===== config.mk =====
export PLATFORM = sky130hd
export DESIGN_NAME = button_event_arbiter
export DESIGN_NICKNAME = d
export VERILOG_FILES = /design/src/rtl/button_pkg.sv /design/src/rtl/input_debouncer.sv /design/src/rtl/button_event_arbiter.sv
export SDC_FILE = /design/constraint.sdc
export NUM_CORES = 1
export LEC_CHECK = 0
export CELL_PAD_IN_SITES_DETAIL_PLACEMENT = 0
export CELL_PAD_IN_SITES_GLOBAL_PLACEMENT = 1
export CORE_UTILIZATION = 35
export CTS_CLUSTER_DIAMETER = 150
export DETAILED_ROUTE_END_ITERATION = 12
export PLACE_DENSITY_LB_ADDON = 0.12
export SETUP_SLACK_MARGIN = 0.3
export SLEW_MARGIN = 40
export SYNTH_ARGS = -nofsm -noshare
export SYNTH_HDL_FRONTEND = slang
export SYNTH_SLANG_ARGS = --single-unit

===== constraint.sdc =====
create_clock -name clock -period 5.2 [get_ports clock]
set_clock_uncertainty 0.15 [all_clocks]
set_input_delay 0.78 -clock clock [delete_from_list [all_inputs] [get_ports clock]]
set_output_delay 0.78 -clock clock [all_outputs]
set_load 0.005 [all_outputs]

===== src/rtl/button_pkg.sv =====
// button_pkg: shared arbiter state type and debounce default for the button front end.
package button_pkg;
  typedef enum logic {IDLE, OFFER} arb_state_e;
  localparam int DEBOUNCE_DEFAULT = 50000;
endpackage


===== src/rtl/input_debouncer.sv =====
// input_debouncer: two-flop synchroniser, counting debouncer and rising-edge press pulse.
module input_debouncer
  import button_pkg::*;
#(
  parameter int DEBOUNCE_CYCLES = DEBOUNCE_DEFAULT
) (
  input  logic clock,
  input  logic reset,
  input  logic async_in,
  output logic stable,
  output logic press
);
  localparam int CW = $clog2(DEBOUNCE_CYCLES);
  logic [1:0] sync;
  logic [CW-1:0] count;
  logic differ, done;
  assign differ = sync[1] ^ stable;
  assign done = differ && count == CW'(DEBOUNCE_CYCLES - 1);
  // press is registered alongside stable so it pulses in the cycle stable first reads 1
  always_ff @(posedge clock) begin
    if (reset) begin
      sync <= '0;
      stable <= 1'b0;
      press <= 1'b0;
      count <= '0;
    end else begin
      sync <= {sync[0], async_in};
      stable <= done ? sync[1] : stable;
      press <= done && sync[1];
      count <= (!differ || done) ? '0 : count + 1'b1;
    end
  end
endmodule


===== src/rtl/button_event_arbiter.sv =====
// button_event_arbiter: debounced push-buttons turned into press events shared round-robin
// over a single valid/ready port, with sticky per-channel overflow on lost presses.
module button_event_arbiter
  import button_pkg::*;
#(
  parameter int N = 4,
  parameter int DEBOUNCE_CYCLES = DEBOUNCE_DEFAULT,
  localparam int IDW = $clog2(N)
) (
  input  logic           clock,
  input  logic           reset,
  input  logic [N-1:0]   buttons_async,
  output logic [N-1:0]   buttons_stable,
  output logic           event_valid,
  output logic [IDW-1:0] event_id,
  input  logic           event_ready,
  output logic [N-1:0]   overflow,
  input  logic           overflow_clear
);
  arb_state_e state, state_n;
  logic [N-1:0] press, pending, clr;
  logic [IDW-1:0] last_grant, pick, id_n, lg_n;
  logic any, accept;

  for (genvar i = 0; i < N; i++) begin : g_ch
    input_debouncer #(.DEBOUNCE_CYCLES(DEBOUNCE_CYCLES)) u_deb (
      .clock(clock),
      .reset(reset),
      .async_in(buttons_async[i]),
      .stable(buttons_stable[i]),
      .press(press[i])
    );
  end

  function automatic logic [IDW-1:0] rr(input logic [IDW-1:0] base, input int k);
    return IDW'((int'(base) + k) % N);
  endfunction

  assign event_valid = state == OFFER;
  assign accept = event_valid && event_ready;
  assign clr = accept ? N'(1) << event_id : '0;

  // scanning from farthest to nearest leaves the first pending channel after last_grant in pick
  always_comb begin
    pick = '0;
    any = 1'b0;
    for (int k = N; k >= 1; k--) begin
      pick = pending[rr(last_grant, k)] ? rr(last_grant, k) : pick;
      any = any | pending[rr(last_grant, k)];
    end
    state_n = state;
    id_n = event_id;
    lg_n = last_grant;
    if (state == IDLE && any) begin
      state_n = OFFER;
      id_n = pick;
    end else if (accept) begin
      state_n = IDLE;
      lg_n = event_id;
    end
  end

  always_ff @(posedge clock) begin
    if (reset) begin
      state <= IDLE;
      event_id <= '0;
      last_grant <= IDW'(N - 1);
      pending <= '0;
      overflow <= '0;
    end else begin
      state <= state_n;
      event_id <= id_n;
      last_grant <= lg_n;
      pending <= (pending & ~clr) | press;
      overflow <= (overflow_clear ? '0 : overflow) | (press & pending & ~clr);
    end
  end
endmodule


==> metrics.txt, run 1 <==
grt ovf 0; syn_nets 457; Final Critical Period 2.26 ns; port bufs 18; top cell type's share of synthesized area 0.471; average size of a mapped cell 8.87 sq um; Die Wd 108 um; IO Count 19; via count 2899; slew margin rel. 0.640; routed vias/inst 4.79; die area 11700 sq um; post-CTS setup buffers 0; CP bufs+invs 1; most frequent cells in the layout 93 x dfxtp_1, 92 x nor2_1, 55 x xnor2_1, 24 x nand2_1, 23 x nand3_1; antenna diode count 0; RSZ-0062 raised after global routing no; Worst R2R Setup Slack 2.98 ns; Routed Antenna Nets 0; first-pass GRT wire length 13.0 mm; Seq/Total Area, Yosys 0.471; HPWL Detailed 5.05 mm; required time worst endpoint 4.27 ns; Tot Pwr 1.39 mW; NumNets Final 472; FF+latch area 1860 sq um; number of synthesized flops with an enable pin 0; fin. max-slew vios 0; most common cell after layout, fill and taps aside dfxtp_1; H-tree levels 3; Slowest-stage cell, CP clkdlybuf4s50_1; multi-input logic area 1930 sq um; chip height 108 um; initial antenna violation count 0; # DRC 0; Num CTS Buffers 9; latest clock arrival within the worst-skew pair 0.34 ns; critical path's top delay family buffers and inverters; Detailed Routing Iterations Pass 1 4; final hold viol count 0; Finished Core Util 0.412; status completed; clk root buf clkbuf_16; Placeable Area 10900 sq um; Tot GR Track Use 0.143; post-route cell area 4510 sq um; cell taking the most area after synthesis dfxtp_1; routed len/inst 12.4 um; peak supply drop 0.000140 V; Site Rows 38; FFs w/ async S/R, synth 0; worst min path class reg -> reg; total wire length 7.51 mm; Worst Setup Path Type reg -> out; share of layout cells above drive strength 1 0.0538; Synth Register Bits 93; Placed Area 4220 sq um; Ys Warns 0; CP Capture Type output pin; Post-Syn Instances 445; PostCTS Resize Cnt 0; Fmax achieved 443 MHz; Synth area leaders dfxtp_1 47%, xnor2_1 12%, nor2_1 8.7%; Setup-failing EPs final 0; PD cells 309 nW/um^2; startpoint type of the worst setup path flip-flop; Clock Path Buffers 2; vias in the first global route 2714; crit path DAT 1.33 ns; Synth cell types 45; # fillers 1119; hold_buf cts 0; clk sinks 93; Area Growth Syn to Fin 14.2%; pin count of the biggest net entering global routing 38; CTS tree built; initial DRC count 158; largest stage delay on the critical path 0.55 ns; crit path cell chain clkdlybuf4s50_1; Max-Cap Viols 0; Tcrit/Tclk final 0.434; CTS clock-pin slew for the worst setup and hold paths 0.06 ns; worst-path maximum fanout 8; leakage power 1.31 nW; Starting Density 0.361; GP Congestion 0.758; Synth Flop Type dfxtp_1; Fin Setup TNS 0 ns; Least-Margin Pin Slew 0.541 ns; mapped cell area 3950 sq um
kinds of logic (layout without fill, tap and decap cells):
group / count (synthesis) / after routing / synth area share
multiplexers: 3 / 3 / 0.00760
flip-flops: 93 / 93 / 0.471
XOR/XNOR: 60 / 60 / 0.133
AND/OR/NAND/NOR: 228 / 228 / 0.290
buffers and inverters: 32 / 52 / 0.0402
AO/OA/AOI/OAI: 25 / 25 / 0.0453
adder cells (fa/ha/maj): 4 / 4 / 0.0127
power breakdown:
| group | leakage, nW | internal [mW] | switching, mW |
|---|---|---|---|
| clock network | 0.143 | 0.384 | 0.268 |
| registers | 0.751 | 0.716 | 0.00219 |
| logic | 0.419 | 0.00910 | 0.0121 |
worst paths after layout:
| kind | startpoint | endpoint | depth (start not counted) |
|---|---|---|---|
| setup reg to reg | g_ch[3].u_deb.count[7]$_SDFF_PP0_ | g_ch[3].u_deb.count[11]$_SDFF_PP0_ | 4 |
| setup / recovery | event_valid$_SDFFE_PP0P_ | event_valid | 1 |
| hold reg to reg | g_ch[0].u_deb.sync[0]$_SDFF_PP0_ | g_ch[0].u_deb.sync[1]$_SDFF_PP0_ | 1 |
| hold / removal | g_ch[0].u_deb.sync[0]$_SDFF_PP0_ | g_ch[0].u_deb.sync[1]$_SDFF_PP0_ | 1 |
flip-flops by register name, indices dropped and copies added (netlist names):
name               flops
g_ch.u_deb.count      64
g_ch.u_deb.sync        8
g_ch.u_deb.press       4
g_ch.u_deb.stable      4
overflow               4
pending                4
event_id               2
last_grant             2
event_valid            1
area by class of cell:
class / instances / share of cell area
Clock inverter: 4 / 0.0105
Multi-Input combinational cell: 320 / 0.427
Sequential cell: 93 / 0.413
Timing Repair Buffer: 19 / 0.0416
Tap cell: 140 / 0.0388
Clock buffer: 12 / 0.0546
Inverter: 17 / 0.0141
cell usage after synthesis, types with 3 or more instances:
master	n
dfxtp_1	93
nor2_1	92
xnor2_1	55
nand2_1	24
nand3_1	23
nor4_1	20
inv_1	17
nor3_1	17
nand4_1	14
nor2b_1	10
a21oi_1	9
buf_4	6
xor2_1	5
clkbuf_1	4
ha_1	4
o21ai_0	4
or4_1	4
mux2i_1	3
or3_1	3
or4_4	3
or4b_1	3
metrics by stage:
| stage | std cells | setup slack [ns] | hold WS (ns) |
|---|---|---|---|
| 2_1_floorplan | 445 | 3.18 | 0.264 |
| 3_3_place_gp | 589 | 2.67 | 0.266 |
| 3_5_place_dp | 589 | 2.65 | 0.272 |
| 4_1_cts | 605 | 2.92 | 0.287 |
| 5_1_grt | 605 | 2.69 | 0.306 |
| 6_report | 605 | 2.94 | 0.283 |
layer usage:
layer,global-route usage,routed length [um],vias to the layer above
li1,-,-,1540
met1,0.187,3900,1321
met2,0.216,3230,27
met3,0.0338,207,11
met4,0.0793,176,0
met5,0,0,-
No activity file was read; power rests on OpenSTA's default activity.
==> inputs of run 2 (changes only) <==
==> constraint.sdc (replaced) <==
create_clock -name clock -period 1.83 [get_ports clock]
set_clock_uncertainty 0.15 [all_clocks]
set_input_delay 0.2745 -clock clock [delete_from_list [all_inputs] [get_ports clock]]
set_output_delay 0.2745 -clock clock [all_outputs]
set_load 0.005 [all_outputs]
==> run 2 against run 1 <==
The flow now finishes with violations (setup timing). Hold slack gained 0.0073 ns. Cell count grew 10%. Final area grew 17%. Sequential power grew to 2.8 times the previous value. Combinational power grew to 4.2 times the previous value. Via count grew 9.8%. Flip-flop and latch count is the same. Clock power grew to 2.7 times the previous value. Setup slack lost 3.1 ns. Utilization grew 7.2 points. Critical path type is now reg -> reg.
==> metrics.txt, run 2 (synthesis gave the netlist of run 1 again) <==
leakage power 1.74 nW (+33%); Tcrit/Tclk final 1.11; routed len/inst 12.3 um (-1.1%); RSZ-0062 raised after global routing yes; initial DRC count 107 (-32%); CP Capture Type flip-flop; CTS clock-pin slew for the worst setup and hold paths 0.06 ns (about the same); hold_buf cts 0 (unchanged); Num CTS Buffers 9 (unchanged); FF-to-FF Start g_ch[3].u_deb.count[4]$_SDFF_PP0_; pin count of the biggest net entering global routing 17 (-55%); Hold Crit Start g_ch[1].u_deb.sync[0]$_SDFF_PP0_; Die Wd 108 um (unchanged); final hold viol count 0 (unchanged); crit path from g_ch[3].u_deb.count[4]$_SDFF_PP0_; H-tree levels 3 (unchanged); # DRC 0 (unchanged); Sw Pwr 0.780 mW (+180%); sequential share of power 0.525 (+0.009); share of layout cells above drive strength 1 0.284 (+0.230); HPWL Detailed 5.57 mm (+10%); antenna diode count 0 (unchanged); die area 11700 sq um (unchanged); total wire length 8.20 mm (+9.2%); Area Growth Syn to Fin 34.2%; Tot Pwr 3.87 mW (+180%); first-pass GRT wire length 13.9 mm (+7.1%); crit path DAT 2.10 ns (+0.77 ns); Finished Core Util 0.485 (+0.0721); Fin Hold WS 0.290 ns (+0.00726 ns); NumNets Final 536 (+14%); Starting Density 0.361 (unchanged); GP Congestion 0.766 (+1.1%); Least-Margin Pin Slew 0.814 ns (+0.274 ns); Tot GR Track Use 0.152 (+0.00906); internal power 3.09 mW (+180%); Combinational Power Share 0.023 (+0.008); failing checks setup timing; most frequent cells in the layout 73 x dfxtp_1, 66 x nor2_1, 58 x buf_4, 55 x xnor2_1, 24 x nand2_1; fin. max-slew vios 0 (unchanged); # fillers 1052 (-6.0%); Largest regs g_ch.u_deb.count x64, g_ch.u_deb.sync x8; clock power share 0.453 (-0.016); Fin Setup TNS -7.47 ns (-7.47 ns); clk root buf clkbuf_16; latest clock arrival within the worst-skew pair 0.33 ns (about the same); Final Critical Period 2.02 ns; worst min path class reg -> reg; Placed Area 4700 sq um (+12%); worst-path maximum fanout 3 (-5); vias in the first global route 2967 (+9.3%); final worst slack -0.194 ns (-3.14 ns); post-route cell area 5300 sq um (+17%); CTS tree built; port bufs 18 (unchanged); grt ovf 0 (unchanged); initial antenna violation count 0 (unchanged); Worst R2R Setup Slack -0.19 ns (-3.17 ns); Site Rows 38 (unchanged); Setup-failing EPs final 50 (+50); PD cells 731 nW/um^2 (+140%); Placeable Area 10900 sq um (unchanged); FF+latch area 1900 sq um (+2.2%); startpoint type of the worst setup path flip-flop; switching share of power 0.201 (-0.00162); peak supply drop 0.000487 V (+250%); clk sinks 93 (unchanged); slew margin rel. 0.455 (-0.185); Max-Cap Viols 0 (unchanged); most common cell after layout, fill and taps aside dfxtp_1; routed vias/inst 4.76 (-0.56%); Clock Path Buffers 2 (unchanged); via count 3183 (+9.8%); Largest Register g_ch.u_deb.count; multi-input logic area 2180 sq um (+13%); required time worst endpoint 1.90 ns (-2.37 ns); Routed Antenna Nets 0 (unchanged); max reg flops 64 (unchanged); Worst Setup Path Type reg -> reg; IO Count 19 (unchanged); Detailed Routing Iterations Pass 1 6 (+2); status finished with violations; chip height 108 um (unchanged); Fmax achieved 494 MHz
==> run 2: worst paths after layout <==
| check | end | cells past startpoint |
|---|---|---|
| hold reg to reg | g_ch[1].u_deb.sync[1]$_SDFF_PP0_ | 1 |
| setup reg to reg | g_ch[3].u_deb.stable$_SDFFE_PP0P_ | 4 |
| setup / recovery | g_ch[3].u_deb.stable$_SDFFE_PP0P_ | 4 |
| hold / removal | g_ch[1].u_deb.sync[1]$_SDFF_PP0_ | 1 |
==> run 2: area by class of cell <==
class / instances / area share
clock inverters: 1 / 0.000945
multi-input cells: 321 / 0.412
inverters: 17 / 0.0120
clock buffers: 14 / 0.0517
flip-flops and latches: 93 / 0.359
repair buffers: 82 / 0.132
well taps: 140 / 0.0331
==> run 2: worst max-delay path, cell delays in order (launching register included) <==
cell	delay, ns
dfxtp_1	0.31
or4_1	0.53
or4_4	0.55
buf_4	0.16
o41ai_1	0.21
==> run 2: repair_timing <==
item	in CTS	in global routing
gates cloned	1	0
pin swaps	11	12
resized for setup	45	51
endpoints found under the setup margin	81	72
setup buffers	4	1
==> run 2: stage by stage <==
step,std cells,worst slack [ns]
global route,668,-0.238
finish,668,-0.194
detailed placement,647,-0.187
CTS,667,-0.204
global placement,647,-0.170
floorplan,445,-0.172
==> run 2: power groups by stage <==
stage / clock (mW) / sequential, mW / combinational (mW)
3_3_place_gp: 0 / 2.09 / 0.0773
2_1_floorplan: 0 / 2.09 / 0.0421
4_1_cts: 1.82 / 2.03 / 0.0829
6_report: 1.75 / 2.03 / 0.0883
5_1_grt: 1.90 / 2.03 / 0.0965
3_5_place_dp: 0 / 2.09 / 0.0777
==> run 2: routing by layer <==
| layer | up-vias | track usage | part of all wire |
|---|---|---|---|
| li1 | 1676 | - | - |
| met5 | - | 0 | 0 |
| met3 | 7 | 0.0362 | 0.029 |
| met4 | 0 | 0.0558 | 0.014 |
| met1 | 1461 | 0.213 | 0.52 |
| met2 | 39 | 0.226 | 0.44 |
==> inputs of run 3 (changes only) <==
--- a/config.mk
+++ b/config.mk
@@ -7,6 +7,7 @@
 export LEC_CHECK = 0
 export CELL_PAD_IN_SITES_DETAIL_PLACEMENT = 0
 export CELL_PAD_IN_SITES_GLOBAL_PLACEMENT = 1
+export CORE_ASPECT_RATIO = 0.75
 export CORE_UTILIZATION = 35
 export CTS_CLUSTER_DIAMETER = 150
 export DETAILED_ROUTE_END_ITERATION = 12
==> run 3 against run 2 <==
The flow still finishes with violations (setup timing). Combinational power is 16% higher. Register-to-register slack gained 0.02 ns. Clock power grew 15%. Cell count is 1.0% higher. Routed wire length increased by 3.1%. Non-clock buffer count increased by 6. Fmax grew 1.0%. Sequential power about the same. Die area is essentially flat. Setup slack better by 0.020 ns. Global-route usage barely moved. Critical endpoint is now g_ch[3].u_deb.count[4]$_SDFF_PP0_. Highest routed layer unchanged.
==> metrics.txt, run 3 (synthesis gave the netlist of run 1 again) <==
status finished with violations; failing checks setup timing; initial DRC count 115 (+7.5%); Routed Antenna Nets 0 (unchanged); slew margin rel. 0.475 (+0.0197); port bufs 18 (unchanged); CP Capture Type flip-flop; Least-Margin Pin Slew 0.785 ns (-0.0294 ns); pin count of the biggest net entering global routing 16 (-1); Clock Path Buffers 2 (unchanged); Hold Path End g_ch[1].u_deb.sync[1]$_SDFF_PP0_; final worst slack -0.174 ns (+0.0202 ns); CTS clock-pin slew for the worst setup and hold paths 0.06 ns (about the same); peak supply drop 0.000521 V (+6.9%); worst reg2reg path depth 5 (+1); largest stage delay on the critical path 0.55 ns (about the same); share of layout cells above drive strength 1 0.297 (+0.0131); die area 11700 sq um (about the same); hold_buf cts 0 (unchanged); Die Wd 125 um (+15%); first-pass GRT wire length 13.9 mm (-0.15%); worst reg2reg path endpoint g_ch[3].u_deb.count[4]$_SDFF_PP0_; CP bufs+invs 1 (unchanged); H-tree levels 3 (unchanged); Largest Register g_ch.u_deb.count; Largest regs g_ch.u_deb.count x64, g_ch.u_deb.sync x8; Starting Density 0.361 (about the same); Max-Cap Viols 0 (unchanged); Worst Setup Path Type reg -> reg; PD cells 771 nW/um^2 (+5.4%); final hold viol count 0 (unchanged); switching share of power 0.195 (-0.00616); Area Growth Syn to Fin 36.7%; crit path cell chain or4b_1 > or4_4 > o21ai_4 > buf_12 > nor2_1; startpoint type of the worst setup path flip-flop; vias in the first global route 2940 (-0.91%); clock power share 0.487 (+0.034); fin. max-slew vios 0 (unchanged); crit path DAT 2.09 ns (about the same); fin cells 675 (+1.0%); worst min path class reg -> reg; Fin Setup TNS -7.37 ns (+0.0971 ns); Combinational Power Share 0.025 (+0.002); grt ovf 0 (unchanged); GP Congestion 0.754 (-1.6%); # fillers 1053 (+0.095%); Slowest-stage cell, CP or4_4; CTS tree built; Fmax achieved 499 MHz (+1.0%); Tcrit/Tclk final 1.10 (-0.0110); clk sinks 93 (unchanged); latest clock arrival within the worst-skew pair 0.34 ns (about the same); via count 3180 (-0.094%); HPWL Detailed 5.80 mm (+4.2%); Sw Pwr 0.812 mW (+4.1%); Num CTS Buffers 9 (unchanged); most common cell after layout, fill and taps aside dfxtp_1; routed len/inst 12.5 um (+2.0%); # placed instances 650 (+0.46%); Placeable Area 10900 sq um (about the same); required time worst endpoint 1.91 ns (about the same); internal power 3.35 mW (+8.2%); Site Rows 33 (-13%); Detailed Routing Iterations Pass 1 6 (unchanged); RSZ-0062 raised after global routing yes; FF+latch area 1900 sq um (-0.13%); antenna diode count 0 (unchanged); chip height 94.0 um (-13%); clk root buf clkbuf_16; Setup-failing EPs final 65 (+30%); # DRC 0 (unchanged); Finished Core Util 0.493 (+0.00864); Fin Hold WS 0.286 ns (-0.00360 ns); multi-input logic area 2150 sq um (-1.5%); NumNets Final 542 (+1.1%); critical path's top delay family simple AND/OR/NAND/NOR gates; total wire length 8.46 mm (+3.1%); initial antenna violation count 0 (unchanged); Worst R2R Setup Slack -0.17 ns (+0.02 ns); worst-path maximum fanout 15 (+12); Tot GR Track Use 0.152 (about the same); IO Count 19 (unchanged); hold depth 1 (unchanged); max reg flops 64 (unchanged); Final Critical Period 2.00 ns (-0.0202 ns); most frequent cells in the layout 73 x dfxtp_1, 68 x nor2_1, 60 x buf_4, 55 x xnor2_1, 24 x nand2_1; Hold Crit Start g_ch[1].u_deb.sync[0]$_SDFF_PP0_; sequential share of power 0.489 (-0.036); leakage power 1.82 nW (+4.4%); critical path depth 5 (+1); routed vias/inst 4.71 (-1.1%); FF-to-FF Start g_ch[3].u_deb.count[12]$_SDFF_PP0_
==> run 3: worst reg2reg max path: stages, from the launching register on <==
cell and delay [ns]:
dfxtp_1 0.31, or4b_1 0.52, or4_4 0.55, o21ai_4 0.16
buf_12 0.15, nor2_1 0.05
==> run 3: metal layers <==
layer,GRT usage,vias to the layer above,routed length [um]
met5,0,-,0
met4,0.0602,0,115
met3,0.0444,9,266
met2,0.225,35,3550
met1,0.207,1443,4520
li1,-,1693,-
==> run 3: final cells by class <==
cell class	instances	share of cell area
timing repair buffer	88	0.145
multi-input combinational	321	0.398
clock inverter	4	0.0130
tap	140	0.0325
inverter	17	0.0118
sequential	93	0.352
clock buffer	12	0.0475
==> run 3: per-stage QoR <==
| step | area [sq um] | worst slack, ns | power [mW] |
|---|---|---|---|
| after detailed placement | 4740 | -0.188 | 2.17 |
| after global placement | 4740 | -0.168 | 2.17 |
| after floorplan | 3990 | -0.172 | 2.13 |
| final | 5400 | -0.174 | 4.16 |
| after global routing | 5400 | -0.233 | 4.32 |
| after CTS | 5260 | -0.183 | 4.23 |
==> run 3: power groups by stage <==
stage | clock network (mW) | logic, mW | registers [mW]
3_5_place_dp | 0 | 0.0847 | 2.09
6_report | 2.02 | 0.102 | 2.03
2_1_floorplan | 0 | 0.0421 | 2.09
5_1_grt | 2.18 | 0.110 | 2.03
3_3_place_gp | 0 | 0.0836 | 2.09
4_1_cts | 2.10 | 0.0990 | 2.03
==> run 3: worst max-delay path by stage <==
stage                                       start                                  to  slack, ns
2_1_floorplan  g_ch[3].u_deb.count[12]$_SDFF_PP0_  g_ch[3].u_deb.count[15]$_SDFF_PP0_      -0.17
3_3_place_gp   g_ch[3].u_deb.count[12]$_SDFF_PP0_   g_ch[3].u_deb.stable$_SDFFE_PP0P_      -0.17
3_5_place_dp   g_ch[3].u_deb.count[12]$_SDFF_PP0_   g_ch[3].u_deb.stable$_SDFFE_PP0P_      -0.19
4_1_cts        g_ch[3].u_deb.count[12]$_SDFF_PP0_   g_ch[3].u_deb.count[4]$_SDFF_PP0_      -0.18
5_1_grt        g_ch[3].u_deb.count[11]$_SDFF_PP0_   g_ch[3].u_deb.count[4]$_SDFF_PP0_      -0.23
6_report       g_ch[3].u_deb.count[12]$_SDFF_PP0_   g_ch[3].u_deb.count[4]$_SDFF_PP0_      -0.17
==> run 3: timing repair <==
| item | in CTS | in global routing |
|---|---|---|
| gates resized for setup | 47 | 42 |
| endpoints found under the hold margin | 0 | 0 |
| endpoints found under the setup margin | 81 | 72 |
| gates cloned | 2 | 0 |
| pin swaps | 7 | 4 |
| setup buffers | 6 | 1 |
